--- src/rtl/mc_control_p.sv ---
// mc_control_p: multi-cycle MIPS control FSM with a variable-latency memory
// handshake, stall timeout and sticky fault status.
//
// Optional feature macro: MCCTL_TRAP_EN
//   defined   - illegal instructions and memory timeouts enter TRAP (4'd15),
//               which drives every strobe low and holds until reset.
//   undefined - illegal instructions act as NOPs, a timeout abandons the access
//               and returns to FETCH; illegal_o is tied low.
//
// Ports:
//   clk, reset      clock, asynchronous active-high reset
//   ir_i            instruction register contents
//   zero_i          ALU zero flag (branch condition is resolved in the datapath)
//   mem_ready_i     memory completes the current read/write this cycle
//   pc_write_o, pc_write_cond_o, branch_ne_o, pc_source_o   PC update control
//   iord_o, mem_read_o, mem_write_o, ir_write_o              memory / IR control
//   reg_dst_o, mem_to_reg_o, reg_write_o                     register file control
//   alu_src_a_o, alu_src_b_o, imm_zext_o, alu_ctrl_o         ALU control
//   state_o         current state (debug)
//   mem_fault_o     sticky memory timeout flag
//   illegal_o       sticky undecodable-instruction flag
module mc_control_p #(
    parameter int unsigned TIMEOUT_W    = 8,
    parameter int unsigned WAIT_TIMEOUT = 0
) (
    input  logic        clk,
    input  logic        reset,
    input  logic [31:0] ir_i,
    input  logic        zero_i,
    input  logic        mem_ready_i,
    output logic        pc_write_o,
    output logic        pc_write_cond_o,
    output logic        branch_ne_o,
    output logic        iord_o,
    output logic        mem_read_o,
    output logic        mem_write_o,
    output logic        ir_write_o,
    output logic [1:0]  reg_dst_o,
    output logic [1:0]  mem_to_reg_o,
    output logic        reg_write_o,
    output logic        alu_src_a_o,
    output logic [1:0]  alu_src_b_o,
    output logic        imm_zext_o,
    output logic [1:0]  pc_source_o,
    output logic [3:0]  alu_ctrl_o,
    output logic [3:0]  state_o,
    output logic        mem_fault_o,
    output logic        illegal_o
);

    localparam logic [3:0] StFetch   = 4'd0;
    localparam logic [3:0] StDecode  = 4'd1;
    localparam logic [3:0] StMemAddr = 4'd2;
    localparam logic [3:0] StMemRd   = 4'd3;
    localparam logic [3:0] StMemWb   = 4'd4;
    localparam logic [3:0] StMemWr   = 4'd5;
    localparam logic [3:0] StRExec   = 4'd6;
    localparam logic [3:0] StRWb     = 4'd7;
    localparam logic [3:0] StBranch  = 4'd8;
    localparam logic [3:0] StJump    = 4'd9;
    localparam logic [3:0] StIExec   = 4'd10;
    localparam logic [3:0] StIWb     = 4'd11;
    localparam logic [3:0] StJal     = 4'd12;
    localparam logic [3:0] StJr      = 4'd13;
`ifdef MCCTL_TRAP_EN
    localparam logic [3:0] StTrap    = 4'd15;
    localparam logic [3:0] StFault   = StTrap;
`else
    // Faults fall back to FETCH: illegal op becomes a NOP, timeout retries.
    localparam logic [3:0] StFault   = StFetch;
`endif

    localparam logic [5:0] OpRtype = 6'h00, OpJ    = 6'h02, OpJal  = 6'h03;
    localparam logic [5:0] OpBeq   = 6'h04, OpBne  = 6'h05, OpAddi = 6'h08;
    localparam logic [5:0] OpAddiu = 6'h09, OpSlti = 6'h0a, OpAndi = 6'h0c;
    localparam logic [5:0] OpOri   = 6'h0d, OpLui  = 6'h0f, OpLw   = 6'h23;
    localparam logic [5:0] OpSw    = 6'h2b, FnJr   = 6'h08;

    localparam logic [3:0] AluAdd = 4'd0, AluSub = 4'd1, AluAnd = 4'd2, AluOr   = 4'd3;
    localparam logic [3:0] AluSlt = 4'd4, AluXor = 4'd5, AluNor = 4'd6, AluSltu = 4'd7;
    localparam logic [3:0] AluLui = 4'd8;

    logic [3:0]           state_q, state_d;
    logic [TIMEOUT_W-1:0] stall_q, stall_d;
    logic                 fault_q;
    logic                 waiting, timeout, illegal_hit;
    logic [5:0]           opcode, funct;
    logic                 r_legal, i_zext;
    logic [3:0]           r_alu, i_alu;
    logic                 pc_write_c, pc_write_cond_c, ir_write_c, reg_write_c, mem_write_c;
    logic                 unused_inputs;

    assign opcode        = ir_i[31:26];
    assign funct         = ir_i[5:0];
    assign unused_inputs = ^{zero_i, ir_i[25:6]};

    always_comb begin
        r_legal = 1'b1;
        r_alu   = AluAdd;
        case (funct)
            6'h20, 6'h21: r_alu = AluAdd;
            6'h22, 6'h23: r_alu = AluSub;
            6'h24:        r_alu = AluAnd;
            6'h25:        r_alu = AluOr;
            6'h26:        r_alu = AluXor;
            6'h27:        r_alu = AluNor;
            6'h2a:        r_alu = AluSlt;
            6'h2b:        r_alu = AluSltu;
            default:      r_legal = 1'b0;
        endcase
    end

    always_comb begin
        i_alu  = AluAdd;
        i_zext = 1'b0;
        case (opcode)
            OpSlti:  i_alu = AluSlt;
            OpAndi:  begin i_alu = AluAnd; i_zext = 1'b1; end
            OpOri:   begin i_alu = AluOr;  i_zext = 1'b1; end
            OpLui:   begin i_alu = AluLui; i_zext = 1'b1; end
            default: i_alu = AluAdd;
        endcase
    end

    // A ready arriving in the expiry cycle completes the access instead of faulting.
    assign waiting = (state_q == StFetch) || (state_q == StMemRd) || (state_q == StMemWr);
    assign timeout = waiting && !mem_ready_i && (WAIT_TIMEOUT != 0)
                     && (stall_q == TIMEOUT_W'(WAIT_TIMEOUT));

    always_comb begin
        state_d     = state_q;
        illegal_hit = 1'b0;
        case (state_q)
            StFetch:   if (mem_ready_i) state_d = StDecode;
            StDecode: begin
                case (opcode)
                    OpRtype:                                      state_d = (funct == FnJr) ? StJr : StRExec;
                    OpLw, OpSw:                                   state_d = StMemAddr;
                    OpBeq, OpBne:                                 state_d = StBranch;
                    OpAddi, OpAddiu, OpSlti, OpAndi, OpOri, OpLui: state_d = StIExec;
                    OpJ:                                          state_d = StJump;
                    OpJal:                                        state_d = StJal;
                    default:                                      illegal_hit = 1'b1;
                endcase
            end
            StRExec:   if (r_legal) state_d = StRWb; else illegal_hit = 1'b1;
            StMemAddr: state_d = (opcode == OpSw) ? StMemWr : StMemRd;
            StMemRd:   if (mem_ready_i) state_d = StMemWb;
            StMemWr:   if (mem_ready_i) state_d = StFetch;
            StIExec:   state_d = StIWb;
`ifdef MCCTL_TRAP_EN
            StTrap:    state_d = StTrap;
`endif
            default:   state_d = StFetch;
        endcase
        if (illegal_hit || timeout) state_d = StFault;
    end

    // A FETCH retry keeps the same state, so the timeout itself also clears the count.
    always_comb begin
        if ((state_d != state_q) || timeout) begin
            stall_d = '0;
        end else if (waiting && !mem_ready_i) begin
            stall_d = stall_q + TIMEOUT_W'(1);
        end else begin
            stall_d = stall_q;
        end
    end

    always_ff @(posedge clk or posedge reset) begin
        if (reset) begin
            state_q <= StFetch;
            stall_q <= '0;
            fault_q <= 1'b0;
        end else begin
            state_q <= state_d;
            stall_q <= stall_d;
            fault_q <= fault_q | timeout;
        end
    end

`ifdef MCCTL_TRAP_EN
    logic illegal_q;
    always_ff @(posedge clk or posedge reset) begin
        if (reset) illegal_q <= 1'b0;
        else       illegal_q <= illegal_q | illegal_hit;
    end
    assign illegal_o = illegal_q;
`else
    assign illegal_o = 1'b0;
`endif

    always_comb begin
        pc_write_c      = 1'b0;
        pc_write_cond_c = 1'b0;
        ir_write_c      = 1'b0;
        reg_write_c     = 1'b0;
        mem_write_c     = 1'b0;
        branch_ne_o     = 1'b0;
        iord_o          = 1'b0;
        mem_read_o      = 1'b0;
        reg_dst_o       = 2'b00;
        mem_to_reg_o    = 2'b00;
        alu_src_a_o     = 1'b0;
        alu_src_b_o     = 2'b00;
        imm_zext_o      = 1'b0;
        pc_source_o     = 2'b00;
        alu_ctrl_o      = AluAdd;
        case (state_q)
            StFetch: begin
                mem_read_o  = 1'b1;
                alu_src_b_o = 2'b01;
                ir_write_c  = mem_ready_i;
                pc_write_c  = mem_ready_i;
            end
            StDecode:  alu_src_b_o = 2'b11;
            StRExec: begin
                alu_src_a_o = 1'b1;
                alu_ctrl_o  = r_alu;
            end
            StRWb: begin
                reg_write_c = 1'b1;
                reg_dst_o   = 2'b01;
            end
            StMemAddr: begin
                alu_src_a_o = 1'b1;
                alu_src_b_o = 2'b10;
            end
            StMemRd: begin
                iord_o     = 1'b1;
                mem_read_o = 1'b1;
            end
            StMemWr: begin
                iord_o      = 1'b1;
                mem_write_c = 1'b1;
            end
            StMemWb: begin
                reg_write_c  = 1'b1;
                mem_to_reg_o = 2'b01;
            end
            StIExec: begin
                alu_src_a_o = 1'b1;
                alu_src_b_o = 2'b10;
                alu_ctrl_o  = i_alu;
                imm_zext_o  = i_zext;
            end
            StIWb:     reg_write_c = 1'b1;
            StBranch: begin
                alu_src_a_o     = 1'b1;
                alu_ctrl_o      = AluSub;
                pc_write_cond_c = 1'b1;
                pc_source_o     = 2'b01;
                branch_ne_o     = ir_i[26];
            end
            StJump: begin
                pc_write_c  = 1'b1;
                pc_source_o = 2'b10;
            end
            // Link register receives the current PC, already advanced to PC+4 by FETCH.
            StJal: begin
                pc_write_c   = 1'b1;
                pc_source_o  = 2'b10;
                reg_write_c  = 1'b1;
                reg_dst_o    = 2'b10;
                mem_to_reg_o = 2'b10;
            end
            StJr: begin
                pc_write_c  = 1'b1;
                pc_source_o = 2'b11;
            end
            default: ;
        endcase
    end

    // Architectural strobes are held low for the whole reset pulse.
    assign pc_write_o      = pc_write_c & ~reset;
    assign pc_write_cond_o = pc_write_cond_c & ~reset;
    assign ir_write_o      = ir_write_c & ~reset;
    assign reg_write_o     = reg_write_c & ~reset;
    assign mem_write_o     = mem_write_c & ~reset;
    assign state_o         = state_q;
    assign mem_fault_o     = fault_q;

endmodule

--- config.mk ---
export PLATFORM = sky130hd
export DESIGN_NAME = mc_control_p
export DESIGN_NICKNAME = d
export VERILOG_FILES = /design/src/rtl/mc_control_p.sv
export SDC_FILE = /design/constraint.sdc
export NUM_CORES = 1
export LEC_CHECK = 0
export BUFFER_PORTS_ARGS = -buffer_cell sky130_fd_sc_hd__buf_4
export CORE_MARGIN = 3
export CORE_UTILIZATION = 45
export CTS_CLUSTER_DIAMETER = 150
export DETAILED_ROUTE_END_ITERATION = 10
export PLACE_DENSITY_LB_ADDON = 0.1
export SLEW_MARGIN = 20
export SYNTH_ARGS = -nofsm -noshare
export SYNTH_HDL_FRONTEND = slang
export SYNTH_SLANG_ARGS = --single-unit
--- constraint.sdc ---
create_clock -name clk -period 3.9 [get_ports clk]
set_clock_uncertainty 0.2 [all_clocks]
set_input_delay 0.39 -clock clk [delete_from_list [all_inputs] [get_ports clk]]
set_output_delay 0.39 -clock clk [all_outputs]
set_load 0.005 [all_outputs]
=== Word-level counts from Yosys, hierarchy flattened ===
Cells that the tools add are included.

* Shift-type cells: 0
* Bitwise logic cells: 6
* Add/sub/neg operators: 0
* Equality and inequality tests: 41
* Div/mod/pow operators: 0
* Muxes and demuxes: 31
* $lt $le $gt $ge: 0
* $mul: 0
* Reduce and logical (&&, ||, !) cells: 17

{| class="wikitable"
|+ Operators with widths
! operator !! count
|-
| $eq 6x6->1 const B || 12
|-
| $eq 6x4->1 const B || 7
|-
| $pmux 4 s7 || 1
|-
| $eq 4x4->1 const B || 6
|-
| $mux 4 || 6
|-
| $pmux 4 s6 || 1
|-
| $pmux 3 s7 || 1
|-
| $eq 4x3->1 const B || 4
|-
| $pmux 4 s4 || 1
|-
| $reduce_or 2->1 || 7
|-
| $mux 1 || 13
|-
| $reduce_or 13->1 || 1
|-
| $eq 6x2->1 const B || 2
|-
| $eq 6x3->1 const B || 2
|-
| $ne 3x3->1 const B || 4
|-
| $pmux 2 s3 || 2
|-
| $pmux 4 s3 || 1
|-
| $reduce_or 10->1 || 1
|-
| $eq 4x2->1 const B || 2
|-
| $ne 8x2->1 const B || 1
|-
| $pmux 2 s2 || 2
|-
| $reduce_or 4->1 || 2
|-
| $logic_not 6->1 || 1
|-
| $reduce_or 3->1 || 2
|-
| 8 further kinds || 13
|}

* Memories: 0
* Bits in read-only memories: 0
* Memory bits (writable): 0
* Bits in latches: 0
* Register bits after elaboration: 4
* Bits of input ports: 36
* Output and inout bits: 28
* Logic and storage cells: 96

=== Depth between registers and ports, before layout ===
* Depth in word-level cells: 7
* Depth in mapped cells: 6
* Gate-level depth less buffers: 5

=== Worst setup path before layout ===
Ideal clock, no wire load.

* Path type: reg-to-output
* From: reg state_q[2], in the netlist state_o[2]
* To: out alu_ctrl_o[0]
* Stages on the path, launching flop included: 6
* Arrival time: 1325 ps
* Required time: 3310 ps
* Setup slack: 1985 ps
* Path buffers: 0
* Path through: dfrtp_1 > nand2b_1 > nor2_1 > nand4_1 > o32a_1 > o31ai_1

* Cells in the longest elaborated chain, start to end: 2
* Elaborated cells between the ends (all ways): 4
* Those cells by class: eq/ne: 3; mux: 1

{| class="wikitable"
|+ Ends and longest elaborated chain
! element !! line !! RTL
|-
| from (decl) || 83 || <nowiki>logic [3:0] state_q, state_d;</nowiki>
|-
| from (signal assigned) || 172 || <nowiki>state_q <= StFetch;</nowiki>
|-
| from (signal assigned) || 176 || <nowiki>state_q <= state_d;</nowiki>
|-
| $eq 4x4->1 / $eq 4x3->1 (equally long branches) || 209 || <nowiki>case (state_q)</nowiki>
|-
| $pmux 4 s3 * || 209 ||
|-
| to (decl) || 45 || <nowiki>output logic [3:0] alu_ctrl_o,</nowiki>
|}

Mark *: on every way between the ends. The rest lies on a longest branch, timed or not.

=== Final worst setup path ===
Same ends and word-level chain as after synthesis.

==> results.ini <==
[outcome]
status = complete, no violations

[cts]
cts_root_buf = clkbuf_4
h-tree-depth = 1
cts_made_buffers = 3
numClockSinks = 4
cts-resized-gates = 0
cts_tree = built
clkLatencyLatePin_ns = 0.23
path_clk_slew_ns = 0.04
ctsLongestPathBuffers = 2

[yosys]
async_flop_share_pct = 100
synth_xor_area_share_pct = 2.83
synth_compound_area_share_pct = 31.6
synth_cell_types = 45
ys_warn_count = 0
synth_top_family_by_area = simple AND/OR/NAND/NOR gates
ys_seq_elements = 4
synthMuxAreaShare_pct = 2.16
syn_area_per_cell_um2 = 6.31
synthesis.area_um2 = 927
syn_inst = 147
synthSimpleGateAreaFrac_pct = 40.5
synth-edff-count = 0
synth-main-ff-cell = dfrtp_1
synth_fa_ha_area_share_pct = 0
yosysSeqAreaShare_pct = 10.8

[pwr]
p_sw_w = 0.000265
leakagePower_nw = 0.544
power.internal_w = 0.000276
switching_share_pct = 49.0
p_per_area_mw_per_mm2 = 446
p_comb_share_pct = 67.1
p_seq_share_pct = 23.8
p_clk_share_pct = 9.1
irDropWorstVdd_uv = 497

[floorplan]
core_mm2 = 0.00184
die_x_um = 51.4
die-height_um = 51.4
row_count = 15
dieArea_mm2 = 0.00264
start_util_pct = 50.4
boundaryPins = 64

[placed_design]
hpwl_um = 2020
pre_cts_slack_ns = 1.34
dp_cells = 199
numPortBuffers = 40
gp_congestion = 0.865

[global_routing]
grt_start_max_net_pins = 26
track_usage_pct = 19.0
overflow = 0
grt_antenna_before_repair = 0
grt_pass1_wl_um = 3960
grt_pass1_vias = 947

[routing]
drc = 0
wire_per_inst_um = 12.8
drt_wl_total_um = 2600
wl_met1_um = 1200
drt-pass1-iter-count = 4
routed.top_layer = met4
vias_per_cell = 5.67
antenna_left = 0
wl_met3_um = 154
routed-wl-met2_um = 1220
num_vias = 1152
drt_iter0_drc = 25

[worst_setup_path]
crit_type = reg -> out
path_max_fanout = 25
crit_path_start_kind = flop
slowest_stage = dfrtp_1
cp_cell_sequence = nand2b_1, nor2_1, nand4_1, o32a_1, o31ai_1, buf_4
crit_family = simple AND/OR/NAND/NOR gates
slowest_delay_ns = 0.64
cp.required_ns = 3.31
worst_ep_arrival_time_ns = 2.23
end_kind = output port
path_buf_inv = 1

[flow_run]
maxCapViolCount = 0

[hold_path]
hold_class = in -> reg

[sta]
finalCritPeriodShare_pct = 72.2
setup_tns_ns = 0
finalHoldViolations = 0
fmax_mhz = 355
setup_viol = 0
worst_slack_ns = 1.08
slew_violations = 0
worstMarginPinSlew_ns = 0.736
period_minus_slack_ns = 2.82
slew_headroom_pct = 50.9
rsz0062_at_grt = no

[layout]
largest_register_ffs = 4
seq_area_um2 = 100
multi_input_area_um2 = 722
n_antenna_cell = 0
nNetsFinal = 216
finalNonFillerCells = 203
synthToLayoutAreaGrowth_pct = 30.8
fill_cells = 178
drive_above_1_share_pct = 26.4

area by class of cell:
cell class	instances	area share [%]
clock buffer	3	1.86
tap	25	2.58
timing repair buffer	41	25.6
sequential	4	8.26
inverter	7	2.17
multi-input combinational	123	59.5
worst paths after layout:
kind                                   startpoint                     end  slack [ns]  depth (start not counted)
setup / recovery           state_o[2]$_DFFE_PP0P_           alu_ctrl_o[0]        1.08                          6
hold / removal                        mem_ready_i  state_o[0]$_DFFE_PP0P_        0.29                          3
setup reg to reg           state_o[2]$_DFFE_PP0P_  state_o[0]$_DFFE_PP0P_        1.69                          4
hold reg to reg            state_o[3]$_DFFE_PP0P_  state_o[2]$_DFFE_PP0P_        0.76                          2
max in group asynchronous                   reset  state_o[1]$_DFFE_PP0P_        2.89                          3
min in group asynchronous                   reset  state_o[2]$_DFFE_PP0P_        0.45                          3
routing by layer:
metal / GRT usage [%] / up-vias
met2: 32.6 / 48
li1: - / 594
met5: 0 / -
met1: 26.1 / 506
met3: 1.75 / 4
met4: 2.62 / 0
logic make-up (layout without fill, tap and decap cells):
group | count (synthesis) | after routing
AOI/OAI and AO/OA | 45 | 45
xor gates and xnor gates | 3 | 3
buffers and inverters | 21 | 51
DFF | 4 | 4
muxes | 2 | 2
other | 1 | 2
and+or+nand+nor | 71 | 71
worst reg2reg max path, stage by stage, from the launching register on:
cell       delay [ns]
dfrtp_1          0.81
nand2_1          0.15
a2111oi_0        0.56
a221o_1          0.27
a32oi_1          0.08
power groups by stage:
stage / clock [W] / sequential (W) / combinational [W]
floorplan: 0 / 0.0000707 / 0.000277
CTS: 0.0000505 / 0.000128 / 0.000363
global placement: 0 / 0.000126 / 0.000357
finish: 0.0000492 / 0.000129 / 0.000363
detailed placement: 0 / 0.000128 / 0.000360
global route: 0.0000556 / 0.000137 / 0.000400
metrics by stage:
step | util [%] | power, W | cell area (um^2) | hold WS (ns)
global route | 65.9 | 0.000593 | 1210 | 0.288
floorplan | - | 0.000348 | 931 | -0.0355
detailed placement | 64.1 | 0.000488 | 1180 | 0.131
finish | 65.9 | 0.000541 | 1210 | 0.290
CTS | 65.9 | 0.000541 | 1210 | 0.283
global placement | 64.1 | 0.000483 | 1180 | 0.124
Yosys cell counts (2+ instances only):
cell type | count | area, um^2
buf_6 | 2 | 22.5
nand4_1 | 2 | 12.5
o211ai_1 | 3 | 22.5
or2_2 | 2 | 12.5
a21oi_1 | 11 | 55.1
nor2b_1 | 5 | 31.3
a32oi_1 | 2 | 17.5
buf_2 | 3 | 15.0
nand2_1 | 10 | 37.5
nor2_1 | 17 | 63.8
mux2i_1 | 2 | 20.0
a21o_1 | 3 | 22.5
xor2_1 | 3 | 26.3
nand3_1 | 4 | 20.0
nand2b_1 | 5 | 31.3
nand3b_1 | 2 | 15.0
o22ai_1 | 2 | 12.5
clkbuf_1 | 5 | 18.8
o21ai_0 | 11 | 55.1
inv_1 | 7 | 26.3
nor4_1 | 4 | 25.0
buf_4 | 3 | 22.5
or3_1 | 4 | 25.0
dfrtp_1 | 4 | 100
nor3_1 | 9 | 45.0
a31oi_1 | 3 | 18.8
cells in the final DEF (no fill, tap or decap), types with 2 or more instances in the layout:
cell type	instances
nand3b_1	2
a31oi_1	3
o211ai_1	3
nor4_1	4
nand2b_1	5
o22ai_1	2
conb_1	2
dfrtp_1	4
nor2b_1	5
or2_2	2
nor2_1	17
o21ai_0	11
inv_1	7
clkbuf_4	3
a32oi_1	2
nand3_1	4
buf_4	40
xor2_1	3
nand2_1	10
nand4_1	2
nor3_1	9
a21oi_1	11
or3_1	4
mux2i_1	2
a21o_1	3
what timing repair did:
item / CTS / global route
hold buffers: 1 / 0
hold endpoints to repair: 4 / 0
buffers inserted: 0 / 0
(Power assumes the default switching activity.)
